[src/rtl/microc_pkg.sv]
// Shared types and constants for the microc control unit: FSM encoding,
// opcode classes and fields, ALU operation codes and the control vector.
package microc_pkg;

  typedef enum logic [2:0] {
    ST_IDLE   = 3'd0,
    ST_FETCH  = 3'd1,
    ST_DECODE = 3'd2,
    ST_EXEC   = 3'd3,
    ST_PAUSE  = 3'd4,
    ST_HALT   = 3'd5
  } state_t;

  // Opcode classes live in the top two bits; jumps and HLT are full codes.
  localparam logic [1:0] CLS_LI  = 2'b00;
  localparam logic [1:0] CLS_ALU = 2'b01;

  localparam logic [5:0] OPC_J   = 6'b100000;
  localparam logic [5:0] OPC_JZ  = 6'b100001;
  localparam logic [5:0] OPC_JNZ = 6'b100010;
  localparam logic [5:0] OPC_HLT = 6'b111111;

  localparam logic [2:0] ALU_PASS = 3'b000;

  typedef struct packed {
    logic       pc_we;
    logic       s_inc;
    logic       s_inm;
    logic       we3;
    logic       wez;
    logic [2:0] op;
    logic       halt;
  } ctrl_t;

  localparam ctrl_t CTRL_NONE = '0;

  function automatic logic [1:0] opc_class(input logic [5:0] opc);
    return opc[5:4];
  endfunction

  function automatic logic [2:0] opc_aluop(input logic [5:0] opc);
    return opc[3:1];
  endfunction

endpackage

[src/rtl/microc_uc_if.sv]
// Control bus between the microc datapath and its control unit: opcode and
// zero flag come up from the datapath, enables and ALU op go down to it.
interface microc_uc_if;

  logic [5:0] Opcode;
  logic       z;
  logic       pc_we;
  logic       s_inc;
  logic       s_inm;
  logic       we3;
  logic       wez;
  logic [2:0] Op;

  modport master (
    input  Opcode, z,
    output pc_we, s_inc, s_inm, we3, wez, Op
  );

  modport slave (
    output Opcode, z,
    input  pc_we, s_inc, s_inm, we3, wez, Op
  );

endinterface

[src/rtl/microc_decod.sv]
// Purely combinational instruction decoder: latched opcode plus zero flag
// in, full control vector out. Anything not recognised behaves as a NOP.
module microc_decod
  import microc_pkg::*;
(
  input  logic [5:0] opcode,
  input  logic       z,
  output ctrl_t      ctrl
);

  always_comb begin
    ctrl       = CTRL_NONE;
    ctrl.pc_we = 1'b1;
    ctrl.s_inc = 1'b1;
    ctrl.op    = ALU_PASS;

    if (opc_class(opcode) == CLS_LI) begin
      ctrl.s_inm = 1'b1;
      ctrl.we3   = 1'b1;
    end else if (opc_class(opcode) == CLS_ALU) begin
      ctrl.op  = opc_aluop(opcode);
      ctrl.we3 = 1'b1;
      ctrl.wez = 1'b1;
    end else begin
      // Conditional jumps take the target when the condition holds (s_inc=0).
      case (opcode)
        OPC_J:   ctrl.s_inc = 1'b0;
        OPC_JZ:  ctrl.s_inc = ~z;
        OPC_JNZ: ctrl.s_inc = z;
        OPC_HLT: begin
          ctrl.pc_we = 1'b0;
          ctrl.s_inc = 1'b0;
          ctrl.halt  = 1'b1;
        end
        default: ;
      endcase
    end
  end

endmodule

[src/rtl/microc_uc.sv]
// Multi-cycle control unit for microc: FETCH/DECODE/EXEC sequencing with
// start, halt, single-step and a saturating retired-instruction counter.
module microc_uc
  import microc_pkg::*;
#(
  parameter int CNT_W = 16
) (
  input  logic             clk,
  input  logic             reset,
  input  logic             start,
  input  logic             step_mode,
  input  logic             step,
  microc_uc_if.master      bus,
  output logic             halted,
  output logic             busy,
  output logic [CNT_W-1:0] icount
);

  state_t     state, state_nx;
  logic [5:0] opcode_q;
  ctrl_t      dec, ctrl_q;
  logic       exec;

  microc_decod u_decod (
    .opcode (opcode_q),
    .z      (bus.z),
    .ctrl   (dec)
  );

  always_ff @(posedge clk or negedge reset) begin
    if (!reset) state <= ST_IDLE;
    else        state <= state_nx;
  end

  always_comb begin
    state_nx = state;
    case (state)
      ST_IDLE:   if (start) state_nx = ST_FETCH;
      ST_FETCH:  state_nx = ST_DECODE;
      ST_DECODE: state_nx = ST_EXEC;
      ST_EXEC: begin
        if (ctrl_q.halt)    state_nx = ST_HALT;
        else if (step_mode) state_nx = ST_PAUSE;
        else                state_nx = ST_FETCH;
      end
      ST_PAUSE: begin
        if (step)                    state_nx = ST_FETCH;
        else if (!step_mode && !start) state_nx = ST_IDLE;
      end
      ST_HALT:   state_nx = ST_HALT;
      default:   state_nx = ST_IDLE;
    endcase
  end

  always_ff @(posedge clk or negedge reset) begin
    if (!reset)                 opcode_q <= '0;
    else if (state == ST_FETCH) opcode_q <= bus.Opcode;
  end

  // z is sampled here, one cycle after the previous EXEC wrote it.
  always_ff @(posedge clk or negedge reset) begin
    if (!reset)                  ctrl_q <= CTRL_NONE;
    else if (state == ST_DECODE) ctrl_q <= dec;
  end

  always_ff @(posedge clk or negedge reset) begin
    if (!reset)
      icount <= '0;
    else if (state == ST_EXEC && icount != {CNT_W{1'b1}})
      icount <= icount + CNT_W'(1);
  end

  assign exec = (state == ST_EXEC);

  always_comb begin
    bus.pc_we = exec & ctrl_q.pc_we;
    bus.s_inc = exec & ctrl_q.s_inc;
    bus.s_inm = exec & ctrl_q.s_inm;
    bus.we3   = exec & ctrl_q.we3;
    bus.wez   = exec & ctrl_q.wez;
    bus.Op    = exec ? ctrl_q.op : ALU_PASS;
  end

  assign halted = (state == ST_HALT);
  assign busy   = (state == ST_FETCH) || (state == ST_DECODE) ||
                  (state == ST_EXEC)  || (state == ST_PAUSE);

endmodule

[src/flat_wrapper.sv]
// flat-port wrapper written by rule: the top's interface ports become plain ports
module microc_uc_flat import microc_pkg::*;
#(
  parameter int CNT_W = 16
)
  (clk, reset, start, step_mode, step, halted, busy, icount, bus_Opcode, bus_z, bus_pc_we, bus_s_inc, bus_s_inm, bus_we3, bus_wez, bus_Op);
  microc_uc_if bus_i ();
  input  logic clk;
  input  logic reset;
  input  logic start;
  input  logic step_mode;
  input  logic step;
  output logic halted;
  output logic busy;
  output logic [CNT_W-1:0] icount;
  input wire logic [$bits(bus_i.Opcode)-1:0] bus_Opcode;
  input wire logic [$bits(bus_i.z)-1:0] bus_z;
  output wire logic [$bits(bus_i.pc_we)-1:0] bus_pc_we;
  output wire logic [$bits(bus_i.s_inc)-1:0] bus_s_inc;
  output wire logic [$bits(bus_i.s_inm)-1:0] bus_s_inm;
  output wire logic [$bits(bus_i.we3)-1:0] bus_we3;
  output wire logic [$bits(bus_i.wez)-1:0] bus_wez;
  output wire logic [$bits(bus_i.Op)-1:0] bus_Op;
  assign bus_i.Opcode = bus_Opcode;
  assign bus_i.z = bus_z;
  assign bus_pc_we = bus_i.pc_we;
  assign bus_s_inc = bus_i.s_inc;
  assign bus_s_inm = bus_i.s_inm;
  assign bus_we3 = bus_i.we3;
  assign bus_wez = bus_i.wez;
  assign bus_Op = bus_i.Op;
  microc_uc #(.CNT_W(CNT_W)) u_core (.clk(clk), .reset(reset), .start(start), .step_mode(step_mode), .step(step), .bus(bus_i), .halted(halted), .busy(busy), .icount(icount));
endmodule
[config.mk]
export PLATFORM = sky130hd
export DESIGN_NAME = microc_uc_flat
export DESIGN_NICKNAME = d
export VERILOG_FILES = /design/src/rtl/microc_pkg.sv /design/src/rtl/microc_uc_if.sv /design/src/rtl/microc_decod.sv /design/src/rtl/microc_uc.sv /design/src/flat_wrapper.sv
export SDC_FILE = /design/constraint.sdc
export NUM_CORES = 1
export LEC_CHECK = 0
export ABC_AREA = 1
export BUFFER_PORTS_ARGS = -buffer_cell sky130_fd_sc_hd__buf_2
export CORE_ASPECT_RATIO = 0.8
export CORE_MARGIN = 8
export CORE_UTILIZATION = 31
export CTS_BUF_LIST = sky130_fd_sc_hd__clkbuf_16
export DETAILED_ROUTE_END_ITERATION = 8
export PLACE_DENSITY_LB_ADDON = 0.05
export SLEW_MARGIN = 40
export SYNTH_ARGS = -nofsm -noshare
export SYNTH_HDL_FRONTEND = slang
export SYNTH_HIERARCHICAL = 1
export SYNTH_SLANG_ARGS = --single-unit
export TNS_END_PERCENT = 50
[constraint.sdc]
create_clock -name clk -period 1.9 [get_ports clk]
set_clock_uncertainty 0.2 [all_clocks]
set_input_delay 0.095 -clock clk [delete_from_list [all_inputs] [get_ports clk]]
set_output_delay 0.095 -clock clk [all_outputs]
set_load 0.01 [all_outputs]
Word level (Yosys, flattened, before mapping):

Index checks and enable logic that the tools add are counted.

* flip-flop bits (word level): 34
* output and inout bits: 26

* add/subtract/negate cells: 1
* equality and inequality tests: 13
* mux-type cells: 17
* bitwise operators: 6
* reductions and logical operators: 11

Operators with widths (number)
* equality test 6 bit (second input constant): 4
* 2-to-1 mux 3 bit: 6
* one-hot mux 3 bit (6 select lines): 1
* adder 16 x 1 -> 16 bit (second input constant): 1
* != test 16 bit (second input constant): 1
* 2-to-1 mux 5 bit: 2
* equality test 3 x 2 -> 1 bit (second input constant): 2
* equality test 3 bit (second input constant): 2
* AND 1 bit: 5
* 2-to-1 mux 1 bit: 5
* 2-to-1 mux 2 bit: 2
* equality test 3 x 1 -> 1 bit (second input constant): 1
* logical NOT 3 bit: 1
* logical OR 1 bit: 3
* != test 3 x 2 -> 1 bit (second input constant): 1
* one-hot mux 1 bit (3 select lines): 1
* equality test 2 x 1 -> 1 bit (second input constant): 1
* logical AND 1 bit: 2
* logical NOT 1 bit: 2
* logical NOT 2 bit: 1
* != test 2 bit (second input constant): 1
* AND reduction 2 bit: 1
* OR reduction 2 bit: 1
* NOT 1 bit: 1

Depth between registers and ports, before layout:

* depth after elaboration: 5
* depth in mapped cells: 9

Cells and area by module:

Netlist, hierarchy kept.

Modules (own cells, without submodules)
* microc_uc: instances 1, cells an instance 226, area an instance 1764.2 um2
* microc_decod: instances 1, cells an instance 26, area an instance 112.6 um2

Worst setup path after synthesis:

No wires, ideal clock.

* kind: register to register
* from: register u_core.icount[0]
* to: register u_core.icount[10]
* setup time: 0.116 ns
* data arrival time: 1.414 ns
* data required time: 1.584 ns
* setup slack: 0.169 ns
* cell stages (with the launch flop): 10
* path buffers: 1
* cells stage by stage: dfrtp_1 > ha_1 > nand3_1 > inv_2 > nand2_2 > nor2_1 > nor2_4 > buf_4 > nand2_1 > nand2_1

* word-level cells in the longest chain between the ends: 2
* elaborated cells between the ends (all ways): 3
* those cells by class: 1 x add/sub; 1 x eq/ne; 1 x reduce/logical

RTL lines
* from (decl): RTL line microc_uc.sv:16 `output logic [CNT_W-1:0] icount`
* from (signal assigned): RTL line microc_uc.sv:70 `icount <= icount + CNT_W'(1);`
* parallel branches: the longest is 2 deep, another holds adder 16 x 1 -> 16 bit

Parallel ways; which one is timed is not known.
A chain may end at the register's enable or synchronous reset.

Worst setup path in the final report:

* from: register u_core.icount[1]
* to: register u_core.icount[11]

The elaborated chain is that of the path after synthesis.

==> metrics <==
register area share after synthesis=0.4533; cell-by-cell trace of the critical path=ha_1, nand3_1, inv_2, nand2_2, nor2_2, nor2_4, buf_12, nand2_1, o21ai_0; crit path from=u_core/icount[1]; first drt pass iteration count=4; layout cells sized above 1=0.2500; # rows=25; top cell type's share of synthesized area=0.4533; YS warnings=6; CTS root buffer=clkbuf_16; die width=103.0 um; Final Max Tran Viols=0; commonest non-fill, non-tap cell in the layout=nand2_1; Pleak=1.275 nW; setup TNS=0 ps; Least-Margin Pin Slew=288.2 ps; worst hold endpoint=u_core/state[0]; clock slew at reported path FFs=50 ps; Area contributors post-synth=dfrtp_1, nand2_1, nor2_1; via count=1,715; Port Buffers=37; min-delay worst type=input port to flip-flop; Max VDD drop=0.5446 mV; die height=85.60 um; flops & latches, synth=34; htree depth=2; first-pass GRT wire length=8031 um; most frequent cells in the layout=nand2_1, nor2_1, buf_2; post-synthesis simple-gate area fraction=0.3300; Filler cells=653; Worst-Skew Late Latency=280 ps; post-layout min period=1755 ps; crit share post-route=0.9236; Power Density=1278 nW/um2; crit end category=flip-flop; Slew HR=0.8073; DR iter-0 viols=165; largest net degree at the start of global routing=35; DP HPWL=3413 um; core footprint=5881 um2; worst endpoint required time=1860 ps; FF-to-FF path depth=9; Worst EP arrival=1710 ps; I/O pin cnt=38; full die area=8815 um2; CP Class=flip-flop to flip-flop; top cell type by total area after synthesis=dfrtp_1; reg2reg end=u_core/icount[11]; Via-to-Cell Ratio=4.364; slowest stage cell, crit path=dfrtp_2; vias in the first global route=1,654; gpl congestion=0.7618; post-synthesis cell type count=23; unrepaired setup endpoints after global routing=false; mux cell area share after synthesis=0.03600; drt total wl=4724 um; Fmax=0.5699 GHz; Post-DRT Antenna Nets=0; Compound-Gate Fraction of Synth Area=0.06200; Post-Synth XOR/XNOR Area=0.03267; WL/cell=12.02 um; final hold violations=0; CTS Buf Count=5; Post-Syn Area per Cell=7.448 um2; storage element area=852.1 um2; residual DRC count=0; total track usage=0.1156; initial cell density of the core=0.3191; reg2reg setup slack=150 ps; crit-path max cell delay=390 ps; hold depth=5; GRT overflow=0; adder-cell area share of the yosys netlist=0.006667; synthesis-to-layout area growth=32.53%; Antenna Cells=0; initial antenna violation count=0; nets=324; Final setup viols=0; R2R Path Start=u_core/icount[1]; clock buffer depth=2; Min Hold Slack=8.136 ps; crit start category=flip-flop; Syn Nets=265; CP Max Fanout=13; max cap viols=0; Syn Inst Count=252; CTS tree=built; HP Start=step; Post-Syn Area=1877 um2; area of the multi-input gates=879.6 um2; largest family of logic cells by synthesized area=simple AND/OR/NAND/NOR gates; status=complete, no violations; Num Clock Sinks=34
==> cell families (layout without fill, tap and decap cells) <==
family          after synthesis  count (layout)
xor+xnor                      7               7
compound gates               21              21
buf+inv                      37              97
fa+ha+maj                     1               1
simple gates                146             146
mux                           6               6
flops                        34              34
==> final cells by class <==
| class | instances | share of cell area |
|---|---|---|
| Sequential cell | 34 | 0.3426 |
| Multi-Input combinational cell | 181 | 0.3536 |
| Inverter | 33 | 0.05080 |
| Clock inverter | 3 | 0.005030 |
| Timing Repair Buffer | 56 | 0.1569 |
| Tap cell | 81 | 0.04074 |
| Clock buffer | 5 | 0.05030 |
==> what timing repair did <==
action                                 4_1_cts  5_1_grt
gates resized for setup                      0        2
hold buffers                                10        0
setup endpoints to repair                    0       12
setup buffers                                0        3
endpoints found under the hold margin       42        0
==> metal layers <==
layer | up-vias | global-route usage | routed length (um)
met4 | 0 | 0.03801 | 40
met2 | 28 | 0.1679 | 1934
met5 | - | 0 | 0
li1 | 901 | - | -
met1 | 782 | 0.1573 | 2502
met3 | 4 | 0.03560 | 247
==> cells in the mapped netlist <==
library cell / number
xnor2_1: 7
inv_2: 7
nand2_1: 74
o21ai_4: 1
o21ai_1: 4
nor2_1: 45
mux2_2: 6
nor3_4: 1
a21oi_1: 10
nor3_1: 1
nand4_1: 4
or3_1: 1
dfrtp_1: 34
nor2_2: 2
buf_2: 3
nor2_4: 2
buf_4: 1
o21ai_0: 6
nand3_1: 12
inv_1: 25
ha_1: 1
nand2_2: 4
inv_4: 1
==> per-stage QoR <==
stage	instance area [um2]	util	setup slack (ps)	total power [mW]	instances
3_3_place_gp	2211	0.3760	83.31	2.343	372
2_1_floorplan	1877	-	169.2	1.938	252
6_report	2487	0.4230	145.2	3.179	393
5_1_grt	2487	0.4230	15.85	3.455	393
4_1_cts	2449	0.4164	33.61	3.164	390
3_5_place_dp	2211	0.3760	53.54	2.345	372
==> worst max-delay path by stage <==
stage                         to  slack (ps)  cells after the start
4_1_cts        u_core/icount[11]          30                      7
6_report       u_core/icount[11]         150                      9
5_1_grt        u_core/icount[11]          20                      9
3_3_place_gp   u_core/icount[11]          80                      7
3_5_place_dp   u_core/icount[11]          50                      7
2_1_floorplan  u_core/icount[10]         170                      9
==> report_power, final <==
group / internal, mW / switching, mW / total, mW
registers: 0.956 / 0.180 / 1.14
clock network: 0.474 / 0.300 / 0.773
logic: 0.572 / 0.697 / 1.27
==> registers in the layout, indices dropped and copies added, names as in the netlist <==
signal	flops
u_core/ctrl_q	9
u_core/opcode_q	6
u_core/icount	16
u_core/state	3
==> worst max-delay path: cells and delay by family, from the launching register on <==
family	cells	cell delay, ps
DFF	1	390
adders and majority gates	1	200
AOI/OAI and AO/OA	1	60
buffers and inverters	2	230
and+or+nand+nor	5	560
No activity file was read; power rests on OpenSTA's default activity.
